File: config.mk
export PLATFORM = sky130hd
export DESIGN_NAME = mem_access_unit
export DESIGN_NICKNAME = d
export VERILOG_FILES = /design/src/rtl/mau_pkg.sv /design/src/rtl/mem_access_unit_ld_align_ext.sv /design/src/rtl/mem_access_unit.sv
export SDC_FILE = /design/constraint.sdc
export NUM_CORES = 1
export LEC_CHECK = 0
export CAP_MARGIN = 10
export CELL_PAD_IN_SITES_DETAIL_PLACEMENT = 0
export CELL_PAD_IN_SITES_GLOBAL_PLACEMENT = 2
export CORE_UTILIZATION = 25
export CTS_CLUSTER_DIAMETER = 40
export DETAILED_ROUTE_END_ITERATION = 10
export DONT_BUFFER_PORTS = 1
export PLACE_DENSITY_LB_ADDON = 0.25
export RECOVER_POWER = 100
export SYNTH_ARGS = -nofsm -noshare
export SYNTH_HDL_FRONTEND = slang
export SYNTH_SLANG_ARGS = --single-unit
File: constraint.sdc
create_clock -name clk -period 5.1 [get_ports clk]
set_clock_uncertainty 0.15 [all_clocks]
set_input_delay 1.02 -clock clk [delete_from_list [all_inputs] [get_ports clk]]
set_output_delay 1.02 -clock clk [all_outputs]
set_load 0.05 [all_outputs]
File: src/rtl/mau_pkg.sv
// Shared definitions for the load/store access unit: size codes, FSM states and lane-mask helper.
package mau_pkg;

  localparam logic [1:0] SZ_B = 2'd0;
  localparam logic [1:0] SZ_H = 2'd1;
  localparam logic [1:0] SZ_W = 2'd2;
  localparam logic [1:0] SZ_D = 2'd3;

  typedef enum logic [2:0] {IDLE, ACC0, ACC1, RESP, ERR} mau_state_t;

  // Lane mask spanning two bus words; low half is beat 0, the rest spills into beat 1.
  function automatic logic [15:0] byte_mask(input logic [1:0] size, input logic [2:0] off);
    logic [15:0] lanes;
    case (size)
      SZ_B:    lanes = 16'h0001;
      SZ_H:    lanes = 16'h0003;
      SZ_W:    lanes = 16'h000F;
      default: lanes = 16'h00FF;
    endcase
    return lanes << off;
  endfunction

endpackage

File: src/rtl/mem_access_unit_ld_align_ext.sv
// Load result extension: keeps the low 1<<size bytes of the merged buffer and fills
// the rest with the top data bit (signed) or zero.
module ld_align_ext
  import mau_pkg::*;
#(
  parameter int DW = 32
) (
  input  logic [DW-1:0] data_i,
  input  logic [1:0]    size_i,
  input  logic          signed_i,
  output logic [DW-1:0] data_o
);

  logic top_bit;
  int   nb;

  always_comb begin
    top_bit = data_i[DW-1];
    nb      = DW / 8;
    case (size_i)
      SZ_B: begin top_bit = data_i[7];  nb = 1; end
      SZ_H: begin top_bit = data_i[15]; nb = 2; end
      SZ_W: begin top_bit = data_i[31]; nb = 4; end
      default: begin top_bit = data_i[DW-1]; nb = DW / 8; end
    endcase
  end

  generate
    for (genvar gi = 0; gi < DW / 8; gi++) begin : g_lane
      assign data_o[8*gi +: 8] = (gi < nb) ? data_i[8*gi +: 8] : {8{signed_i & top_bit}};
    end
  endgenerate

endmodule

File: src/rtl/mem_access_unit.sv
// Handshaked load/store data path between the CPU MEM stage and the data bus.
// Define MAU_MISALIGN_SPLIT_EN to run word-crossing accesses as two bus beats.
module mem_access_unit
  import mau_pkg::*;
#(
  parameter int DW = 32,
  parameter int AW = 32
) (
  input  logic            clk,
  input  logic            rst,
  input  logic            req_valid,
  output logic            req_ready,
  input  logic            req_we,
  input  logic [1:0]      req_size,
  input  logic            req_signed,
  input  logic [AW-1:0]   req_addr,
  input  logic [DW-1:0]   req_wdata,
  output logic            rsp_valid,
  output logic            rsp_err,
  output logic [DW-1:0]   rsp_rdata,
  output logic            mem_valid,
  input  logic            mem_ready,
  output logic            mem_we,
  output logic [AW-1:0]   mem_addr,
  output logic [DW/8-1:0] mem_be,
  output logic [DW-1:0]   mem_wdata,
  input  logic [DW-1:0]   mem_rdata
);

  localparam int OB   = DW / 8;
  localparam int OFFW = $clog2(OB);

  mau_state_t      state_q, state_d;
  logic            we_q;
  logic [1:0]      size_q;
  logic            signed_q;
  logic [AW-1:0]   addr_q;
  logic [DW-1:0]   wdata_q;
  logic [DW-1:0]   rbuf_q, rbuf_d;

  logic            req_illegal;
  logic [OFFW-1:0] off_q;
  logic [AW-1:0]   base_addr;
  logic [DW-1:0]   ext_data;
  int              lo_shift;

  assign off_q     = addr_q[OFFW-1:0];
  assign lo_shift  = 8 * int'(off_q);
  assign base_addr = {addr_q[AW-1:OFFW], {OFFW{1'b0}}};

`ifdef MAU_MISALIGN_SPLIT_EN
  logic acc_cross;
  int   hi_shift;
  assign acc_cross   = (int'(off_q) + (1 << size_q)) > OB;
  assign hi_shift    = 8 * (OB - int'(off_q));
  assign req_illegal = (DW == 32) && (req_size == SZ_D);
`else
  logic req_cross;
  assign req_cross   = (int'(req_addr[OFFW-1:0]) + (1 << req_size)) > OB;
  assign req_illegal = ((DW == 32) && (req_size == SZ_D)) || req_cross;
`endif

  always_ff @(posedge clk or posedge rst) begin
    if (rst) begin
      state_q  <= IDLE;
      we_q     <= 1'b0;
      size_q   <= SZ_B;
      signed_q <= 1'b0;
      addr_q   <= '0;
      wdata_q  <= '0;
      rbuf_q   <= '0;
    end else begin
      state_q <= state_d;
      rbuf_q  <= rbuf_d;
      if (req_valid && req_ready) begin
        we_q     <= req_we;
        size_q   <= req_size;
        signed_q <= req_signed;
        addr_q   <= req_addr;
        wdata_q  <= req_wdata;
      end
    end
  end

  always_comb begin
    state_d   = state_q;
    rbuf_d    = rbuf_q;
    req_ready = 1'b0;
    rsp_valid = 1'b0;
    rsp_err   = 1'b0;
    rsp_rdata = '0;
    mem_valid = 1'b0;
    mem_we    = 1'b0;
    mem_addr  = '0;
    mem_be    = '0;
    mem_wdata = '0;
    case (state_q)
      IDLE: begin
        req_ready = 1'b1;
        if (req_valid) state_d = req_illegal ? ERR : ACC0;
      end
      ACC0: begin
        mem_valid = 1'b1;
        mem_we    = we_q;
        mem_addr  = base_addr;
        mem_be    = OB'(byte_mask(size_q, 3'(off_q)));
        mem_wdata = wdata_q << lo_shift;
        if (mem_ready) begin
          rbuf_d = mem_rdata >> lo_shift;
`ifdef MAU_MISALIGN_SPLIT_EN
          state_d = acc_cross ? ACC1 : RESP;
`else
          state_d = RESP;
`endif
        end
      end
`ifdef MAU_MISALIGN_SPLIT_EN
      ACC1: begin
        // Second word wraps to address 0 at the top of the address space.
        mem_valid = 1'b1;
        mem_we    = we_q;
        mem_addr  = base_addr + AW'(OB);
        mem_be    = OB'(byte_mask(size_q, 3'(off_q)) >> OB);
        mem_wdata = wdata_q >> hi_shift;
        if (mem_ready) begin
          rbuf_d  = rbuf_q | (mem_rdata << hi_shift);
          state_d = RESP;
        end
      end
`endif
      RESP: begin
        rsp_valid = 1'b1;
        rsp_rdata = we_q ? '0 : ext_data;
        state_d   = IDLE;
      end
      ERR: begin
        rsp_valid = 1'b1;
        rsp_err   = 1'b1;
        state_d   = IDLE;
      end
      default: state_d = IDLE;
    endcase
  end

  ld_align_ext #(.DW(DW)) u_ld_align_ext (
    .data_i   (rbuf_q),
    .size_i   (size_q),
    .signed_i (signed_q),
    .data_o   (ext_data)
  );

endmodule

== Word level (Yosys, flattened, before mapping) ==
Index checks and enable logic that the tools add are counted.

* Register bits: 103
* Bits in latches: 0
* RAM bits: 0
* ROM bits: 0
* Input port bits: 104
* Output and inout bits: 105
* Logic and storage cells: 55
* Memories: 0

* $add $sub $neg: 1
* Multiply operators: 0
* Div/mod/pow operators: 0
* $lt $le $gt $ge: 5
* Equal/unequal tests: 8
* Shift-type cells: 4
* Muxes and demuxes: 22
* Bitwise logic cells: 1
* Reduce and logical (&&, ||, !) cells: 7

{| class="wikitable"
|+ Operators with widths
! kind !! number
|-
| 2-to-1 mux 32 bit || 4
|-
| adder 3 x 32 -> 32 bit || 1
|-
| > comparator 32 x 4 -> 1 bit, second input constant || 1
|-
| 2-to-1 mux 8 bit || 4
|-
| << shifter 1 x 2 -> 32 bit, first input constant || 1
|-
| << shifter 32 x 5 -> 32 bit || 1
|-
| >> shifter 32 x 5 -> 32 bit || 1
|-
| one-hot mux 8 bit (3 select lines) || 1
|-
| 2-to-1 mux 16 bit || 1
|-
| << shifter 16 x 2 -> 4 bit || 1
|-
| one-hot mux 3 bit (2 select lines) || 2
|-
| 2-to-1 mux 3 bit || 3
|-
| < comparator 1 x 3 -> 1 bit, first input constant || 2
|-
| < comparator 2 x 3 -> 1 bit, first input constant || 2
|-
| 2-to-1 mux 1 bit || 5
|-
| == test 2 bit, second input constant || 2
|-
| 2-to-1 mux 4 bit || 1
|-
| != test 2 bit, second input constant || 2
|-
| AND reduction 2 bit || 2
|-
| == test 3 x 1 -> 1 bit, second input constant || 1
|-
| == test 3 x 2 -> 1 bit, second input constant || 1
|-
| == test 3 bit, second input constant || 1
|-
| zero test 3 bit || 1
|-
| == test 2 x 1 -> 1 bit, second input constant || 1
|-
| other kinds (6) || 6
|}

== Logic depth before layout (Yosys ltp) ==
Gate-level depths: netlist of run 1.

* Depth in word-level cells: 7
* Depth in mapped cells: 8
* Mapped depth without buffers: 7

== By module ==
Synthesis of run 1 repeated with hierarchy kept, for this count alone.

* Cell total of the unflattened synthesis: 545
* Area, all modules: 5,864.4 um^2

{| class="wikitable"
|+ Modules (own cells, without submodules)
! module !! instances !! cells an instance !! area each (um^2) !! sequential area each (um^2)
|-
| mem_access_unit || 1 || 491 || 5,506.5 || 2,577.5
|-
| ld_align_ext || 1 || 54 || 357.8 || 0.0
|}

== Worst setup path after synthesis of run 1 ==
Ideal clock, no wire load.

* Path kind: reg-to-output
* From: reg size_q[0]
* To: out rsp_rdata[24]
* Data arrival time: 2.398 ns
* Required time: 3.930 ns
* Slack: 1.532 ns
* Cell stages (with the launch flop): 9
* Buffers on the path: 2
* Cell sequence: dfrtp_1 buf_2 nor2_1 inv_1 ha_1 clkbuf_1 nor2_1 nand3_1 a21oi_1

* Word-level cells in the longest chain between the ends: 6
* Elaborated cells between the ends (all ways): 9
* Classes of those cells: order compare (1); eq/ne (1); mux (5); bitwise (1); reduce/logical (1)

{| class="wikitable"
|+ Ends and longest elaborated chain
! what !! line !! text
|-
| start: declaration || mem_access_unit.sv:35 || <nowiki>logic [1:0] size_q;</nowiki>
|-
| start signal: assignment || mem_access_unit.sv:77 || <nowiki>size_q <= req_size;</nowiki>
|-
| == test 2 x 1 -> 1 bit / zero test 2 bit (equally long branches) || mem_access_unit_ld_align_ext.sv:20 || <nowiki>case (size_i)</nowiki>
|-
| one-hot mux 3 bit (2 select lines) / one-hot mux 1 bit (2 select lines) (equally long branches) || mem_access_unit_ld_align_ext.sv:20 ||
|-
| < comparator 2 x 3 -> 1 bit / AND 1 bit (equally long branches) || mem_access_unit_ld_align_ext.sv:30 || <nowiki>assign data_o[8*gi +: 8] = (gi < nb) ? data_i[8*gi +: 8] : {8{signed_i & top_bit}};</nowiki>
|-
| 2-to-1 mux 8 bit * || mem_access_unit_ld_align_ext.sv:30 ||
|-
| 2-to-1 mux 32 bit * || mem_access_unit.sv:133 || <nowiki>rsp_rdata = we_q ? '0 : ext_data;</nowiki>
|-
| 2-to-1 mux 32 bit * || mem_access_unit.sv:97 || <nowiki>case (state_q)</nowiki>
|-
| end: declaration || mem_access_unit.sv:20 || <nowiki>output logic [DW-1:0] rsp_rdata,</nowiki>
|}

Every way passes the cells marked *; elsewhere a longest branch is shown, timed or not.

== Final worst setup path of run 1 ==
* From: reg addr_q[1]
* To: out mem_wdata[17]

* Word-level cells in the longest chain between the ends: 2

{| class="wikitable"
|+ Ends and longest elaborated chain
! what !! line !! text
|-
| start: declaration || mem_access_unit.sv:37 || <nowiki>logic [AW-1:0] addr_q;</nowiki>
|-
| start signal: assignment || mem_access_unit.sv:79 || <nowiki>addr_q <= req_addr;</nowiki>
|-
| << shifter 32 x 5 -> 32 bit || mem_access_unit.sv:107 || <nowiki>mem_wdata = wdata_q << lo_shift;</nowiki>
|-
| 2-to-1 mux 32 bit || mem_access_unit.sv:97 ||
|-
| end: declaration || mem_access_unit.sv:26 || <nowiki>output logic [DW-1:0] mem_wdata,</nowiki>
|}

No other way between the ends.

==> metrics, run 1 <==
DRT iter0 DRCs=137; footprint of the multi-input gates=2800 um^2; most frequent cell after synthesis=dfrtp_1; post-route ant nets=0; CTS Hold Bufs=0; Crit path required time=between 3 and 4 ns; Mapped Cells=528; Max FO, Critical Path=29; Setup CP Type=reg2out; min Tclk post-route=4.43 ns; initial cell density of the core=approximately 26%; fin. max-slew vios=189; dpl cells=around 790; initial antenna violation count=2; register area=roughly 2600 um^2; Final Power=0.00493 W; CTS max path bufs=2; first-pass GRT wire length=26000 um; drt drc=20; Post-Syn Area=5680 um^2; max frequency=0.226 GHz; Clock Latency Late Sink=0.35 ns; FP Rows=54; Post-CTS Resized=0; Power Dens Cells=about 800 nW/um^2; TritonCTS clock tree=done; area grow syn2layout=8.88%; IO Port Bufs=0; chip height=153 um; Synth area leaders=dfrtp_1, mux2_2, mux2i_1, and2_1, o21ai_0; Leak=2.57 nW; Post-CTS Setup Inserts=0; share of the synthesized area in the top cell type=45.4%; VDD IR-drop max=about 0.00040 V; Top Ports=209; Synth Register Bits=103; worst r2r src=state_q[0]; floorplan die width=153 um; unique cell type count in the Yosys netlist=43; CP max stage cell=dfrtp_1; largest net degree at the start of global routing=70; hold_sp=rbuf_q[22]; Max-Cap Viols=11; CP delay by family, top=buffers and inverters; Least-Margin Pin Slew=2.92 ns; clk sinks=slightly above 100; YS warnings=0; HPWL after detailed placement=12200 um; period utilization=86.8%; grt ovf=0; Root Driver=clkbuf_16; Crit path largest cell delay=0.88 ns; hold_ws=0.331 ns; post-layout net count=633; final hold vios=0; post-synthesis sequential area ratio=45.4%; layout cells sized above 1=around a fifth; Worst Hold Class=reg2reg; non-filler cells, final=811; Slew headroom=-95.5%; Mean Syn Cell Area=10.8 um^2; clock-pin slew on the worst setup and hold paths=around 0.08 ns; RSZ-0062 raised after global routing=false; vias per cell=4.90; Async S/R FF share, synth=100%; Synth top cells by count=dfrtp_1, mux2_2, mux2i_1; Final setup viols=0; worst path buffer plus inverter count=3; Routed Wire Length=16700 um; GR Util All Layers=14.5%; vias in the first global route=4259; failing checks=DRC, capacitance limit, slew limit; clock buffer count from CTS=9; via count=a little under 4000; post-route setup TNS=0 ns; cell chain of the critical path=clkbuf_2 -> nor2b_1 -> clkbuf_2 -> a2bb2oi_1 -> nor2_1 -> buf_4; Die Area=23300 um^2; routability cong.=0.774; CP startpoint kind=flop; setup ws final=0.673 ns; CP endpoint kind=output pin; Main synth FF type=dfrtp_1; Synth area leader=dfrtp_1; H-tree Lvls=3; Crit. Startpoint=addr_q[1]; status=complete, but fails checks; Wirelength per Cell=20.6 um; DRT Pass-1 Iters=7; critical path's most frequent cell=clkbuf_2; # fillers=2345; post-place setup slack=between 1 and 1.5 ns; CP arrival=3.26 ns; Post-synth EDFFs=0; Core ar.=22000 um^2
## final cells by class
cell class	instances	area share, %
antenna	1	0.0405
clock buffer	9	3.64
clock inverter	7	1.01
inverter	9	0.566
multi-input combinational	376	45.3
sequential	103	41.7
tap	280	5.66
timing repair buffer	26	2.06
## worst register-to-register path, delay by kind of cell, from the launching register on
family           cells  cell delay [ns]
DFF                  1             0.48
and+or+nand+nor      2             2.82
muxes                1             0.54
## cells by family (layout without fill, tap and decap cells)
family	count (synthesis)	count (layout)	synth area share, %
DFF	103	103	45.4
buffers and inverters	50	51	4.65
adders and majority gates	4	4	1.01
other	1	3	0.0660
and+or+nand+nor	154	154	14.0
xor gates and xnor gates	1	1	0.154
AOI/OAI and AO/OA	91	91	10.7
muxes	124	124	24.1
## flip-flops by register name, indices dropped and copies added (netlist names)
signal	cells
addr_q	32
rbuf_q	32
wdata_q	32
state_q	3
size_q	2
signed_q	1
we_q	1
## metal layers
| metal | up-vias | track usage (%) | share of wire, % |
|---|---|---|---|
| met3 | 12 | 6.63 | 9.5 |
| li1 | 1837 | - | - |
| met2 | 138 | 23.9 | 48 |
| met5 | - | 0 | 0 |
| met1 | 1988 | 17.3 | 42 |
| met4 | 0 | 3.37 | 0.87 |
## metrics by stage
step | utilization, % | instance area, um^2
after floorplan | - | 5680
after global placement | 27.5 | 6050
after detailed placement | 27.5 | 6050
after CTS | 28.8 | 6340
after global routing | 28.1 | 6180
final | 28.1 | 6180
## cell usage in the layout (no fill, tap or decap), types with 11 or more instances in the layout
master / Yosys / routed
a211oi_1: 18 / 15
a2bb2oi_1: 16 / 16
and2_0: 0 / 38
clkbuf_1: 16 / 16
dfrtp_1: 103 / 102
mux2_2: 68 / 68
mux2i_1: 48 / 48
nand2_1: 41 / 41
nor2_1: 38 / 38
nor2b_1: 11 / 11
o21ai_0: 42 / 42
## path summary, 6_finish.rpt
kind / end / slack, ns / cells past startpoint
setup / recovery: mem_wdata[17] / 0.67 / 6
hold / removal: rbuf_q[22] / 0.33 / 2
setup reg to reg: addr_q[30] / 1.00 / 3
hold reg to reg: rbuf_q[22] / 0.33 / 2
max in group asynchronous: rbuf_q[18] / 1.58 / 2
min in group asynchronous: addr_q[10] / 1.21 / 1
## report_power, final
part	switching, W	internal (W)	leakage (nW)
Sequential	0.000350	0.00122	1.25
Combinational	0.00186	0.000819	1.19
Clock	0.000339	0.000342	0.139
(Power assumes the default switching activity.)
==> run 2: changes to the inputs <==
SLEW_MARGIN = 20   (was unset)
==> results of run 2 <==
No change in the layout: final DEF, timing and power equal those of run 1.
==> run 3: changes to the inputs <==
CAP_MARGIN = unset   (was 10)
==> results of run 3 <==
No change in the layout: final DEF, timing and power equal those of run 1.
